## src/rtl/branch_predict_alu_pkg.sv

```systemverilog
// Shared types and constants for the branch resolve ALU and its bimodal predictor.
// Mode encoding, funct3 branch conditions, and the predictor reset value.
package branch_predict_alu_pkg;

  typedef enum logic [1:0] {
    MODE_JAL       = 2'd0,
    MODE_JALR      = 2'd1,
    MODE_BRANCH    = 2'd2,
    MODE_INCREMENT = 2'd3
  } BranchALUMode_t;

  localparam logic [2:0] F3_BEQ  = 3'b000;
  localparam logic [2:0] F3_BNE  = 3'b001;
  localparam logic [2:0] F3_BLT  = 3'b100;
  localparam logic [2:0] F3_BGE  = 3'b101;
  localparam logic [2:0] F3_BLTU = 3'b110;
  localparam logic [2:0] F3_BGEU = 3'b111;

  // Weakly-not-taken: one below the taken threshold (0 for single-bit counters).
  function automatic int unsigned bht_weak_not_taken(input int unsigned counter_bits);
    return (32'd1 << (counter_bits - 1)) - 32'd1;
  endfunction

endpackage

```

## src/rtl/branch_predict_alu_if.sv

```systemverilog
// Resolve/fetch bus between decode, the branch ALU, and the fetch PC mux.
// master drives resolve operands and fetchPC; slave is the branch ALU.
interface branch_predict_alu_if
  import branch_predict_alu_pkg::*;
#(
  parameter int XLEN = 32
);
  logic [XLEN-1:0] fetch_pc;
  logic            predict_taken;
  logic            resolve_valid;
  BranchALUMode_t  branch_alu_mode;
  logic [2:0]      funct3;
  logic [XLEN-1:0] immediate_j;
  logic [XLEN-1:0] immediate_i;
  logic [XLEN-1:0] immediate_b;
  logic [XLEN-1:0] rs1;
  logic [XLEN-1:0] rs2;
  logic [XLEN-1:0] pc_of_instruction;
  logic            predicted_taken;
  logic            result_valid;
  logic [XLEN-1:0] link_value;
  logic            redirect_valid;
  logic [XLEN-1:0] redirect_pc;
  logic            illegal_branch;
  logic [31:0]     branch_count;
  logic [31:0]     mispredict_count;

  modport master (
    output fetch_pc, resolve_valid, branch_alu_mode, funct3, immediate_j, immediate_i,
           immediate_b, rs1, rs2, pc_of_instruction, predicted_taken,
    input  predict_taken, result_valid, link_value, redirect_valid, redirect_pc,
           illegal_branch, branch_count, mispredict_count
  );

  modport slave (
    input  fetch_pc, resolve_valid, branch_alu_mode, funct3, immediate_j, immediate_i,
           immediate_b, rs1, rs2, pc_of_instruction, predicted_taken,
    output predict_taken, result_valid, link_value, redirect_valid, redirect_pc,
           illegal_branch, branch_count, mispredict_count
  );
endinterface

```

## src/rtl/branch_predict_alu_bht_counter_table.sv

```systemverilog
// Bimodal table of saturating counters: one combinational read port, one update port.
// Writes land on the rising edge; a same-cycle read of the written entry sees the old value.
module bht_counter_table
  import branch_predict_alu_pkg::*;
#(
  parameter int ENTRIES      = 64,
  parameter int COUNTER_BITS = 2,
  parameter int IDX_W        = $clog2(ENTRIES)
) (
  input  logic             clk_i,
  input  logic             rst_i,
  input  logic [IDX_W-1:0] rd_idx_i,
  output logic             rd_taken_o,
  input  logic             wr_en_i,
  input  logic [IDX_W-1:0] wr_idx_i,
  input  logic             wr_taken_i
);
  localparam logic [COUNTER_BITS-1:0] WNT  = COUNTER_BITS'(bht_weak_not_taken(COUNTER_BITS));
  localparam logic [COUNTER_BITS-1:0] CMAX = '1;

  logic [COUNTER_BITS-1:0] cnt_q [ENTRIES];
  logic [COUNTER_BITS-1:0] wr_val_d;

  assign rd_taken_o = cnt_q[rd_idx_i][COUNTER_BITS-1];

  always_comb begin
    wr_val_d = cnt_q[wr_idx_i];
    if (wr_taken_i) begin
      if (wr_val_d != CMAX) wr_val_d = wr_val_d + COUNTER_BITS'(1);
    end else if (wr_val_d != '0) begin
      wr_val_d = wr_val_d - COUNTER_BITS'(1);
    end
  end

  always_ff @(posedge clk_i) begin
    if (rst_i) begin
      for (int i = 0; i < ENTRIES; i++) cnt_q[i] <= WNT;
    end else if (wr_en_i) begin
      cnt_q[wr_idx_i] <= wr_val_d;
    end
  end

endmodule

```

## src/rtl/branch_predict_alu.sv

```systemverilog
// Branch resolve ALU: computes next PC, flags mispredicts with a registered redirect,
// trains the bimodal predictor, squashes wrong-path resolves, and counts branch events.
module branch_predict_alu
  import branch_predict_alu_pkg::*;
#(
  parameter int XLEN          = 32,
  parameter int BHT_ENTRIES   = 64,
  parameter int COUNTER_BITS  = 2,
  parameter int SQUASH_CYCLES = 1
) (
  input  logic                  clk_i,
  input  logic                  rst_i,
  branch_predict_alu_if.slave   bus
);
  localparam int IDX_W = $clog2(BHT_ENTRIES);
  localparam int SQ_W  = (SQUASH_CYCLES > 0) ? $clog2(SQUASH_CYCLES + 1) : 1;

  logic [XLEN-1:0] seq_tgt, jal_tgt, jalr_tgt, br_tgt, redirect_tgt;
  logic            actual_taken, illegal_f3, mispredict, accepted, is_branch;

  logic            result_valid_q, redirect_valid_q, illegal_q;
  logic [XLEN-1:0] link_value_q, redirect_pc_q;
  logic [31:0]     branch_count_q, mispredict_count_q;
  logic [SQ_W-1:0] squash_q;

  assign seq_tgt  = bus.pc_of_instruction + XLEN'(4);
  assign jal_tgt  = bus.pc_of_instruction + bus.immediate_j;
  assign jalr_tgt = (bus.rs1 + bus.immediate_i) & ~XLEN'(1);
  assign br_tgt   = bus.pc_of_instruction + bus.immediate_b;

  assign is_branch = (bus.branch_alu_mode == MODE_BRANCH);
  assign accepted  = bus.resolve_valid && (squash_q == '0);

  always_comb begin
    actual_taken = 1'b0;
    illegal_f3   = 1'b0;
    unique case (bus.funct3)
      F3_BEQ:  actual_taken = (bus.rs1 == bus.rs2);
      F3_BNE:  actual_taken = (bus.rs1 != bus.rs2);
      F3_BLT:  actual_taken = ($signed(bus.rs1) <  $signed(bus.rs2));
      F3_BGE:  actual_taken = ($signed(bus.rs1) >= $signed(bus.rs2));
      F3_BLTU: actual_taken = (bus.rs1 <  bus.rs2);
      F3_BGEU: actual_taken = (bus.rs1 >= bus.rs2);
      default: illegal_f3   = 1'b1;
    endcase
  end

  always_comb begin
    mispredict   = 1'b0;
    redirect_tgt = seq_tgt;
    unique case (bus.branch_alu_mode)
      MODE_JAL: begin
        mispredict   = 1'b1;
        redirect_tgt = jal_tgt;
      end
      MODE_JALR: begin
        mispredict   = 1'b1;
        redirect_tgt = jalr_tgt;
      end
      MODE_BRANCH: begin
        mispredict   = (bus.predicted_taken != actual_taken);
        redirect_tgt = actual_taken ? br_tgt : seq_tgt;
      end
      default: ;
    endcase
  end

  bht_counter_table #(
    .ENTRIES      (BHT_ENTRIES),
    .COUNTER_BITS (COUNTER_BITS),
    .IDX_W        (IDX_W)
  ) u_bht (
    .clk_i      (clk_i),
    .rst_i      (rst_i),
    .rd_idx_i   (bus.fetch_pc[IDX_W+1:2]),
    .rd_taken_o (bus.predict_taken),
    .wr_en_i    (accepted && is_branch && !illegal_f3),
    .wr_idx_i   (bus.pc_of_instruction[IDX_W+1:2]),
    .wr_taken_i (actual_taken)
  );

  // Result registers are single-cycle pulses: they drop back to 0 without a new accept.
  always_ff @(posedge clk_i) begin
    if (rst_i) begin
      result_valid_q     <= 1'b0;
      link_value_q       <= '0;
      redirect_valid_q   <= 1'b0;
      redirect_pc_q      <= '0;
      illegal_q          <= 1'b0;
      branch_count_q     <= '0;
      mispredict_count_q <= '0;
      squash_q           <= '0;
    end else begin
      result_valid_q   <= accepted;
      link_value_q     <= accepted ? seq_tgt : '0;
      redirect_valid_q <= accepted && mispredict;
      redirect_pc_q    <= (accepted && mispredict) ? redirect_tgt : '0;
      illegal_q        <= accepted && is_branch && illegal_f3;
      if (accepted && is_branch) begin
        branch_count_q <= branch_count_q + 32'd1;
        if (mispredict) mispredict_count_q <= mispredict_count_q + 32'd1;
      end
      if (accepted && mispredict) begin
        squash_q <= SQ_W'(SQUASH_CYCLES);
      end else if (bus.resolve_valid && (squash_q != '0)) begin
        squash_q <= squash_q - SQ_W'(1);
      end
    end
  end

  assign bus.result_valid     = result_valid_q;
  assign bus.link_value       = link_value_q;
  assign bus.redirect_valid   = redirect_valid_q;
  assign bus.redirect_pc      = redirect_pc_q;
  assign bus.illegal_branch   = illegal_q;
  assign bus.branch_count     = branch_count_q;
  assign bus.mispredict_count = mispredict_count_q;

endmodule

```

## src/flat_wrapper.sv

```systemverilog
// flat-port wrapper written by rule: the top's interface ports become plain ports
module branch_predict_alu_flat import branch_predict_alu_pkg::*;
#(
  parameter int XLEN          = 32,
  parameter int BHT_ENTRIES   = 64,
  parameter int COUNTER_BITS  = 2,
  parameter int SQUASH_CYCLES = 1
)
  (clk_i, rst_i, bus_fetch_pc, bus_resolve_valid, bus_branch_alu_mode, bus_funct3, bus_immediate_j, bus_immediate_i, bus_immediate_b, bus_rs1, bus_rs2, bus_pc_of_instruction, bus_predicted_taken, bus_predict_taken, bus_result_valid, bus_link_value, bus_redirect_valid, bus_redirect_pc, bus_illegal_branch, bus_branch_count, bus_mispredict_count);
  branch_predict_alu_if #(.XLEN(XLEN)) bus_i ();
  input  logic clk_i;
  input  logic rst_i;
  input wire logic [$bits(bus_i.fetch_pc)-1:0] bus_fetch_pc;
  input wire logic [$bits(bus_i.resolve_valid)-1:0] bus_resolve_valid;
  input wire logic [$bits(bus_i.branch_alu_mode)-1:0] bus_branch_alu_mode;
  input wire logic [$bits(bus_i.funct3)-1:0] bus_funct3;
  input wire logic [$bits(bus_i.immediate_j)-1:0] bus_immediate_j;
  input wire logic [$bits(bus_i.immediate_i)-1:0] bus_immediate_i;
  input wire logic [$bits(bus_i.immediate_b)-1:0] bus_immediate_b;
  input wire logic [$bits(bus_i.rs1)-1:0] bus_rs1;
  input wire logic [$bits(bus_i.rs2)-1:0] bus_rs2;
  input wire logic [$bits(bus_i.pc_of_instruction)-1:0] bus_pc_of_instruction;
  input wire logic [$bits(bus_i.predicted_taken)-1:0] bus_predicted_taken;
  output wire logic [$bits(bus_i.predict_taken)-1:0] bus_predict_taken;
  output wire logic [$bits(bus_i.result_valid)-1:0] bus_result_valid;
  output wire logic [$bits(bus_i.link_value)-1:0] bus_link_value;
  output wire logic [$bits(bus_i.redirect_valid)-1:0] bus_redirect_valid;
  output wire logic [$bits(bus_i.redirect_pc)-1:0] bus_redirect_pc;
  output wire logic [$bits(bus_i.illegal_branch)-1:0] bus_illegal_branch;
  output wire logic [$bits(bus_i.branch_count)-1:0] bus_branch_count;
  output wire logic [$bits(bus_i.mispredict_count)-1:0] bus_mispredict_count;
  assign bus_i.fetch_pc = bus_fetch_pc;
  assign bus_i.resolve_valid = bus_resolve_valid;
  assign bus_i.branch_alu_mode = bus_branch_alu_mode;
  assign bus_i.funct3 = bus_funct3;
  assign bus_i.immediate_j = bus_immediate_j;
  assign bus_i.immediate_i = bus_immediate_i;
  assign bus_i.immediate_b = bus_immediate_b;
  assign bus_i.rs1 = bus_rs1;
  assign bus_i.rs2 = bus_rs2;
  assign bus_i.pc_of_instruction = bus_pc_of_instruction;
  assign bus_i.predicted_taken = bus_predicted_taken;
  assign bus_predict_taken = bus_i.predict_taken;
  assign bus_result_valid = bus_i.result_valid;
  assign bus_link_value = bus_i.link_value;
  assign bus_redirect_valid = bus_i.redirect_valid;
  assign bus_redirect_pc = bus_i.redirect_pc;
  assign bus_illegal_branch = bus_i.illegal_branch;
  assign bus_branch_count = bus_i.branch_count;
  assign bus_mispredict_count = bus_i.mispredict_count;
  branch_predict_alu #(.XLEN(XLEN), .BHT_ENTRIES(BHT_ENTRIES), .COUNTER_BITS(COUNTER_BITS), .SQUASH_CYCLES(SQUASH_CYCLES)) u_core (.clk_i(clk_i), .rst_i(rst_i), .bus(bus_i));
endmodule
```

## config.mk

```make
export PLATFORM = sky130hd
export DESIGN_NAME = branch_predict_alu_flat
export DESIGN_NICKNAME = d
export VERILOG_FILES = /design/src/rtl/branch_predict_alu_pkg.sv /design/src/rtl/branch_predict_alu_if.sv /design/src/rtl/branch_predict_alu_bht_counter_table.sv /design/src/rtl/branch_predict_alu.sv /design/src/flat_wrapper.sv
export SDC_FILE = /design/constraint.sdc
export NUM_CORES = 1
export LEC_CHECK = 0
export CAP_MARGIN = 20
export CORE_UTILIZATION = 57
export DETAILED_ROUTE_END_ITERATION = 7
export PLACE_DENSITY_LB_ADDON = 0.08
export SLEW_MARGIN = 20
export SYNTH_ARGS = -nofsm -noshare
export SYNTH_HDL_FRONTEND = slang
export SYNTH_SLANG_ARGS = --single-unit
```

## constraint.sdc

```tcl
create_clock -name clk_i -period 6.38 [get_ports clk_i]
set_clock_uncertainty 0.15 [all_clocks]
set_input_delay 0.638 -clock clk_i [delete_from_list [all_inputs] [get_ports clk_i]]
set_output_delay 0.638 -clock clk_i [all_outputs]
set_load 0.02 [all_outputs]
```

=== Yosys cells after proc, flatten, opt, wreduce, memory -nomap -nowiden ===
Memory sizes are Yosys's and may differ from the RTL's.
Cells that the tools add are included.
W data, S select, Z words.

* Memory bits (writable): 128
* Register bits after elaboration: 132
* Memory bits (read-only): 0
* Bits of input ports: 233
* Memories kept: 1
* Latch bits: 0
* Logic and storage cells: 70

{| class="wikitable"
|+ Memories
! name !! words !! width !! read ports !! clocked after memory_dff !! wr ports !! RTL line !! source
|-
| u_core.u_bht.cnt_q || 64 || 2 || 2 || 0 || 64 || branch_predict_alu_bht_counter_table.sv:21 || <nowiki>logic [COUNTER_BITS-1:0] cnt_q [ENTRIES];</nowiki>
|}

* Multipliers: 0
* Magnitude comparators: 4
* Divide/modulo/power cells: 0
* Eq/ne operators: 11
* Reductions and logical operators: 16
* Shifts and indexed selects: 0
* Bitwise operators: 3
* Mux-type cells: 18
* Add/subtract/negate cells: 9

{| class="wikitable"
|+ Operator list
! kind !! number
|-
| $add A32 B32 Y32 || 3
|-
| $pmux W32 S3 || 1
|-
| $add A32 B1 Y32 const B || 2
|-
| $ge A32 B32 Y1 || 2
|-
| $lt A32 B32 Y1 || 2
|-
| $add A32 B3 Y32 const B || 1
|-
| $eq A32 B32 Y1 || 1
|-
| $mux W32 || 1
|-
| $ne A32 B32 Y1 || 1
|-
| $eq A3 B3 Y1 const B || 4
|-
| $mux W1 || 9
|-
| $mux W2 || 4
|-
| $reduce_or A2 Y1 || 4
|-
| $logic_and A1 B1 Y1 || 6
|-
| $mux W6 || 1
|-
| $pmux W1 S6 || 1
|-
| $reduce_or A6 Y1 || 1
|-
| $reduce_bool A2 Y1 || 2
|-
| $eq A3 B1 Y1 const B || 1
|-
| $logic_not A3 Y1 || 1
|-
| $not A1 Y1 || 3
|-
| $add A2 B1 Y2 const B || 1
|-
| $eq A2 B1 Y1 const B || 1
|-
| $eq A2 B2 Y1 const B || 1
|-
| 7 further kinds || 7
|}

=== Longest topological paths before layout ===
Gate-level depths: netlist (run 1).

* Word-level depth: 9
* Depth in mapped cells: 13
* Gate-level depth less buffers: 12

=== By module ===
From an unflattened synthesis (run 1), not the netlist that was laid out.

* Cell total of the unflattened synthesis: 2133
* Area total of the unflattened synthesis: 18694.2 um^2

{| class="wikitable"
|+ By module, submodules not included
! module !! area an instance (um^2) !! cells an instance !! instances
|-
| branch_predict_alu || 11607.4 || 1508 || 1
|-
| bht_counter_table || 7086.8 || 625 || 1
|}

=== Worst setup path after synthesis (run 1) ===
OpenSTA, ideal clock, no wires.

* Kind: input port to output port
* Start: input port bus_fetch_pc[2]
* End: output port bus_predict_taken
* Data required time: 5.592 ns
* Path buffers: 2
* Arrival time: 3.119 ns
* Stages on the path: 5
* Slack: 2.473 ns
* Cells stage by stage: clkbuf_1 buf_1 mux4_2 mux4_2 mux4_2

* Longest elaborated chain between the ends: 1

{| class="wikitable"
|+ Ends and longest elaborated chain
! item !! RTL line !! source
|-
| from (decl) || flat_wrapper.sv:13 || <nowiki>input wire logic [$bits(bus_i.fetch_pc)-1:0] bus_fetch_pc;</nowiki>
|-
| $mem_v2 Z64 W2 || -- ||
|-
| to (decl) || flat_wrapper.sv:24 || <nowiki>output wire logic [$bits(bus_i.predict_taken)-1:0] bus_predict_taken;</nowiki>
|}

Every way passes these cells.

=== Worst setup path in the final report (run 1) ===
* Start: input port bus_fetch_pc[3]
* End: output port bus_predict_taken

The elaborated chain is that of the path after synthesis.

==> reports/summary.md, run 1 <==
• complete, no violations — result of the run
• 44,400 um — post-DP HPWL
• 365 — I/O pins
• input pin to primary output — type of the worst setup path
• 0 — number of synthesis warnings
• 60 ps — clock transition at the registers of the reported paths
• 94,380 um — first-pass GRT wire length
• 182.6 um — die height
• 81 — largest net degree at the start of global routing
• 0.9869 — Placer Congestion
• 0.7343 — core utilization of the finished layout
• 7 — initial antenna violation count
• 2,479 — Synthesized Nets
• 0.7065 — ratio of final minimum period to clock period
• 8.785 um2 — synthesized area per cell
• 0 — final hold viol count
• 0.07199 — layout cells sized above 1
• primary output — category of the worst setup path capture point
• flop to flop — HP Class
• 5590 ps — data required time of the worst path
• 0 — total overflow reported by the global router
• 3 — buffer depth of the longest clock path
• 221.8 MHz — Achievable Freq
• 0 — post-route antenna net violation count
• 25.60% — Layout Area Growth over Synthesis
• 260 — #FFs+latches synth
• sky130_fd_sc_hd__clkbuf_16 — root cell of the clock tree
• 0.2008 mV — maximum resistive drop on vdd
• 0 ps — summed negative setup slack over all endpoints
• 0 — max-capacitance violation count
• 0 — DR DRC count
• 0 — number of setup buffers added after CTS
• 182.6 um — floorplan die width
• 18,078 — number of vias in the routed layout
• 11,370 um2 — area occupied by multi-input gates
• 4508 ps — time the final worst path needs with I/O delays and setup
• 0 — Final Max Slew Viols
• 87 — Distinct cells, synth
• 23,350 um2 — post-layout instance area
• 0 — Post-synth ARST share
• 60,200 um — DRT Wirelength
• sky130_fd_sc_hd__dfxtp_1 — dominant register cell in the synthesized netlist
• 18,590 um2 — post-synthesis instance area
• input pin — type of origin of the critical path
• 0.3574 — overall fraction of global-route tracks in use
• 33,340 um2 — total die area
• 6 — TritonRoute pass-1 iters
• 2,415 — final-layout fill cell count
• 0 — Post-CTS Resized
• 0 — Finish-stage setup viols
• 31,800 um2 — total core area
• 338 — count of buffers from port buffering
• 20.96 um — routed length per instance
• sky130_fd_sc_hd__clkdlybuf4s50_1, sky130_fd_sc_hd__nor2_1, sky130_fd_sc_hd__nand2_1 — most used cells in the layout excluding fill and tap cells
• sky130_fd_sc_hd__clkdlybuf4s50_1 — most common cell after layout, fill and taps aside
• 1,756 — drt initial violations
• 28 — clock buffer count from CTS
• 17,701 — vias in the first global route
• 260 — clk sinks
• 2,116 — post-synthesis instance total
• 0.5846 — initial core utilization
• 128 — count of flip-flops with a built-in enable after synthesis
• 0.3489 — sequential cell area fraction in the yosys report
• 6486 um2 — area of all sequential standard cells
• 0 — hold buffers post-CTS
• 0.2533 — slew margin rel.
• 2,772 — number of nets in the layout
• 1116 ps — Slew @ Worst Pin
• 3720 ps — worst endpoint data arrival time
• 16 — worst-path fanout max
• 204.5 nW/um2 — power density over the cells
• 65 — count of standard-cell rows
• 550 ps — clock network latency to the later pin of the worst-skew pair
• built — CTS tree
• 6.295 — via-per-instance ratio
• false — setup repair after global routing missed its margin
• 1 — # H-tree levels
• 8.718 nW — leakage power figure
• 22,320 um2 — standard cell area after detailed placement
-- synthesized netlist by cell type (18+ instances only) --
cell / count / share of area
sky130_fd_sc_hd__o211ai_1: 18 / 0.0073
sky130_fd_sc_hd__nand3_1: 104 / 0.028
sky130_fd_sc_hd__nand2_1: 184 / 0.037
sky130_fd_sc_hd__and2_1: 27 / 0.0091
sky130_fd_sc_hd__a21o_1: 52 / 0.021
sky130_fd_sc_hd__nand2b_1: 54 / 0.018
sky130_fd_sc_hd__a211oi_1: 19 / 0.0077
sky130_fd_sc_hd__or3_1: 23 / 0.0077
sky130_fd_sc_hd__xnor2_1: 78 / 0.037
sky130_fd_sc_hd__a21oi_1: 131 / 0.035
sky130_fd_sc_hd__mux4_2: 21 / 0.025
sky130_fd_sc_hd__or2_2: 30 / 0.010
sky130_fd_sc_hd__buf_2: 28 / 0.0075
sky130_fd_sc_hd__nor2b_1: 20 / 0.0067
sky130_fd_sc_hd__dfxtp_1: 132 / 0.14
sky130_fd_sc_hd__a31oi_1: 20 / 0.0067
sky130_fd_sc_hd__inv_1: 78 / 0.016
sky130_fd_sc_hd__nor3_1: 55 / 0.015
sky130_fd_sc_hd__edfxtp_1: 128 / 0.21
sky130_fd_sc_hd__nand4_1: 37 / 0.012
sky130_fd_sc_hd__clkbuf_1: 66 / 0.013
sky130_fd_sc_hd__a22oi_1: 50 / 0.020
sky130_fd_sc_hd__ha_1: 127 / 0.085
sky130_fd_sc_hd__xor2_1: 46 / 0.022
sky130_fd_sc_hd__and3_1: 39 / 0.013
sky130_fd_sc_hd__nor2_1: 213 / 0.043
sky130_fd_sc_hd__o21ai_0: 70 / 0.019
-- cell type report --
type	instances	share of cell area
Clock buffer	35	0.03478
Multi-Input combinational cell	1670	0.4868
Inverter	79	0.01270
Sequential cell	260	0.2778
Antenna cell	6	0.0006431
Timing Repair Buffer	370	0.1556
Clock inverter	17	0.008360
Tap cell	435	0.02331
-- per-stage QoR --
step           cells  power [mW]  hold WS [ps]  setup WS, ps
5_1_grt         2872       4.945         352.3          1769
3_3_place_gp    2814       2.987         311.0          1405
6_report        2872       4.775         331.8          1872
4_1_cts         2866       4.762         334.3          1841
2_1_floorplan   2116       2.598         299.9          2473
3_5_place_dp    2814       3.006         326.5          1275
-- registers in the layout, indices dropped and copies added, names as in the netlist --
name                         count
u_core.bus.branch_count         32
u_core.bus.illegal_branch        1
u_core.bus.link_value           32
u_core.bus.mispredict_count     32
u_core.bus.redirect_pc          32
u_core.bus.redirect_valid        1
u_core.bus.result_valid          1
u_core.squash_q                  1
u_core.u_bht.cnt_q             128
-- where the power goes --
group / switching [mW] / total [mW] / internal, mW
sequential: 0.0193 / 1.80 / 1.78
combinational: 0.681 / 1.20 / 0.517
clock: 0.709 / 1.77 / 1.06
total: 1.41 / 4.77 / 3.37
-- per-layer routing --
metal	wire [um]	GRT usage
met1	24450	0.4623
met2	27250	0.5805
met3	6029	0.07663
met4	2451	0.1452
met5	13	0
-- worst paths after layout --
kind / from / endpoint / slack [ps] / depth (start not counted)
worst max-delay path: bus_fetch_pc[3] / bus_predict_taken / 1870 / 5
worst min-delay path: u_core.squash_q$_SDFFE_PP0P_ / u_core.squash_q$_SDFFE_PP0P_ / 330 / 2
worst max register to register: u_core.squash_q$_SDFFE_PP0P_ / u_core.u_bht.cnt_q[24][0]$_SDFFCE_PN1P_ / 2620 / 7
worst min register to register: u_core.squash_q$_SDFFE_PP0P_ / u_core.squash_q$_SDFFE_PP0P_ / 330 / 2
-- cells by family (layout without fill, tap and decap cells) --
logic type               after synthesis  in the layout  synth area share
AO/OA/AOI/OAI                        503            503            0.1834
XOR/XNOR                             124            124           0.05842
adder cells (fa/ha/maj)              132            132           0.08986
buffers and inverters                186            501           0.04288
flip-flops                           260            260            0.3489
multiplexers                          51             51           0.04261
other                                  0              6                 0
AND/OR/NAND/NOR                      860            860            0.2339
-- worst max-delay path: stages --
cell                              delay [ps]
sky130_fd_sc_hd__clkdlybuf4s50_1        1080
sky130_fd_sc_hd__mux4_2                  450
sky130_fd_sc_hd__mux4_2                  510
sky130_fd_sc_hd__mux4_2                  480
sky130_fd_sc_hd__clkdlybuf4s50_1         550
Note: power is estimated with default switching activity, not from simulation.
==> run 2, diff against run 1 <==
- CORE_UTILIZATION: 57 -> 53
- clock period: 6.38 -> 4.3 ns (I/O delays scaled with it)
==> reports/summary.md, run 2 (same netlist as run 1, synthesis figures left out) <==
• 1003 ps — Slew @ Worst Pin
• 3846 ps — time the final worst path needs with I/O delays and setup
• 0 — Post-CTS Resized
• 34,540 um2 — total core area
• 0.2967 mV — maximum resistive drop on vdd
• 0.08926 — layout cells sized above 1
• 0.3334 — overall fraction of global-route tracks in use
• 82 — largest net degree at the start of global routing
• 0 — final hold viol count
• 1 — # H-tree levels
• complete, no violations — result of the run
• 1.000 — Placer Congestion
• u_core.squash_q$_SDFFE_PP0P_ — FF-to-FF Start
• 7.026 mW — total power draw
• built — CTS tree
• sky130_fd_sc_hd__clkdlybuf4s50_1, sky130_fd_sc_hd__nor2_1, sky130_fd_sc_hd__nand2_1 — most used cells in the layout excluding fill and tap cells
• false — setup repair after global routing missed its margin
• 3720 ps — data required time of the worst path
• 30 — clock buffer count from CTS
• 0 — post-route antenna net violation count
• 295.1 nW/um2 — power density over the cells
• 338 — count of buffers from port buffering
• 16 — worst-path fanout max
• 61,030 um — DRT Wirelength
• 128 — flip-flop count of the largest register, all copies and words added
• 0.3291 — slew margin rel.
• 45,750 um — post-DP HPWL
• input pin — type of origin of the critical path
• 2,826 — number of nets in the layout
• 2,860 — final-layout fill cell count
• 3 — buffer depth of the longest clock path
• 6.124 — via-per-instance ratio
• 35,830 um2 — total die area
• 94,410 um — first-pass GRT wire length
• 0 — max-capacitance violation count
• 17,442 — vias in the first global route
• 0.5381 — initial core utilization
• bus_fetch_pc[2] — worst setup path start
• rst_i — hold_sp
• 8.975 nW — leakage power figure
• 28.07% — Layout Area Growth over Synthesis
• u_core.u_bht.cnt_q — Most flops, register
• 0 — Finish-stage setup viols
• sky130_fd_sc_hd__clkbuf_16 — root cell of the clock tree
• 5 — TritonRoute pass-1 iters
• sky130_fd_sc_hd__clkdlybuf4s50_1 — most common cell after layout, fill and taps aside
• 189.3 um — die height
• 260.0 MHz — Achievable Freq
• 260 — clk sinks
• input pin to flop — HP Class
• 60 ps — clock transition at the registers of the reported paths
• 0.8943 — ratio of final minimum period to clock period
• primary output — category of the worst setup path capture point
• 68 — count of standard-cell rows
• 0 — total overflow reported by the global router
• 3270 ps — worst endpoint data arrival time
• 189.3 um — floorplan die width
• 1,637 — drt initial violations
• 20.70 um — routed length per instance
• 0 — number of setup buffers added after CTS
• 0 ps — summed negative setup slack over all endpoints
• 365 — I/O pins
• 0 — DR DRC count
• 18,060 — number of vias in the routed layout
• 0 — hold buffers post-CTS
• input pin to primary output — type of the worst setup path
• 7 — initial antenna violation count
• 0 — Final Max Slew Viols
• 570 ps — clock network latency to the later pin of the worst-skew pair
==> run 2: worst max-delay path, cell delays in order <==
cell and delay, ps:
sky130_fd_sc_hd__clkdlybuf4s50_1 500, sky130_fd_sc_hd__buf_12 200, sky130_fd_sc_hd__mux4_2 540, sky130_fd_sc_hd__mux4_2 540, sky130_fd_sc_hd__mux4_2 470, sky130_fd_sc_hd__clkdlybuf4s50_1 570
==> run 2: per-layer routing <==
metal	GRT usage	vias up	routed length, um
li1	-	8533	-
met1	0.4438	8446	25880
met2	0.5310	919	27230
met3	0.06265	162	5340
met4	0.1380	0	2579
met5	0	-	0
==> run 2: worst paths after layout <==
check	endpoint	slack [ps]	cells past startpoint
setup / recovery	bus_predict_taken	450	6
hold / removal	u_core.bus.result_valid$_SDFF_PP0_	140	3
setup reg to reg	u_core.u_bht.cnt_q[27][1]$_SDFFCE_PN0P_	1190	7
hold reg to reg	u_core.bus.mispredict_count[31]$_SDFFE_PP0P_	330	2
==> run 2: final cells by class <==
type / count / area [um2] / share of cell area
multi-input combinational: 1670 / 11350 / 0.4769
sequential: 260 / 6486 / 0.2724
timing repair buffer: 422 / 4124 / 0.1732
clock buffer: 44 / 864.6 / 0.03631
tap: 455 / 569.3 / 0.02391
inverter: 79 / 296.5 / 0.01246
clock inverter: 12 / 95.09 / 0.003994
antenna: 7 / 17.52 / 0.0007358
==> run 2: where the power goes <==
group / leakage [nW] / switching, mW / total (mW) / internal, mW
Sequential: 2.18 / 0.0290 / 2.68 / 2.65
Clock: 0.470 / 1.05 / 2.50 / 1.45
Combinational: 6.33 / 1.03 / 1.85 / 0.820
==> run 2: through the flow <==
step	cell area, um2	hold slack, ps	setup WS (ps)	util	cells
after floorplan	18590	299.9	809.0	-	2116
after global placement	22820	311.6	123.7	0.6607	2885
after detailed placement	22820	325.2	8.850	0.6607	2885
after CTS	23780	109.7	460.8	0.6885	2941
after global routing	23810	147.9	348.5	0.6892	2949
final	23810	140.6	454.4	0.6892	2949
==> run 3, diff against run 2 <==
- SKIP_CTS_REPAIR_TIMING: not set -> 1
==> results of run 3 <==
Same layout as run 2: the final DEF is identical, and so are final timing and power.
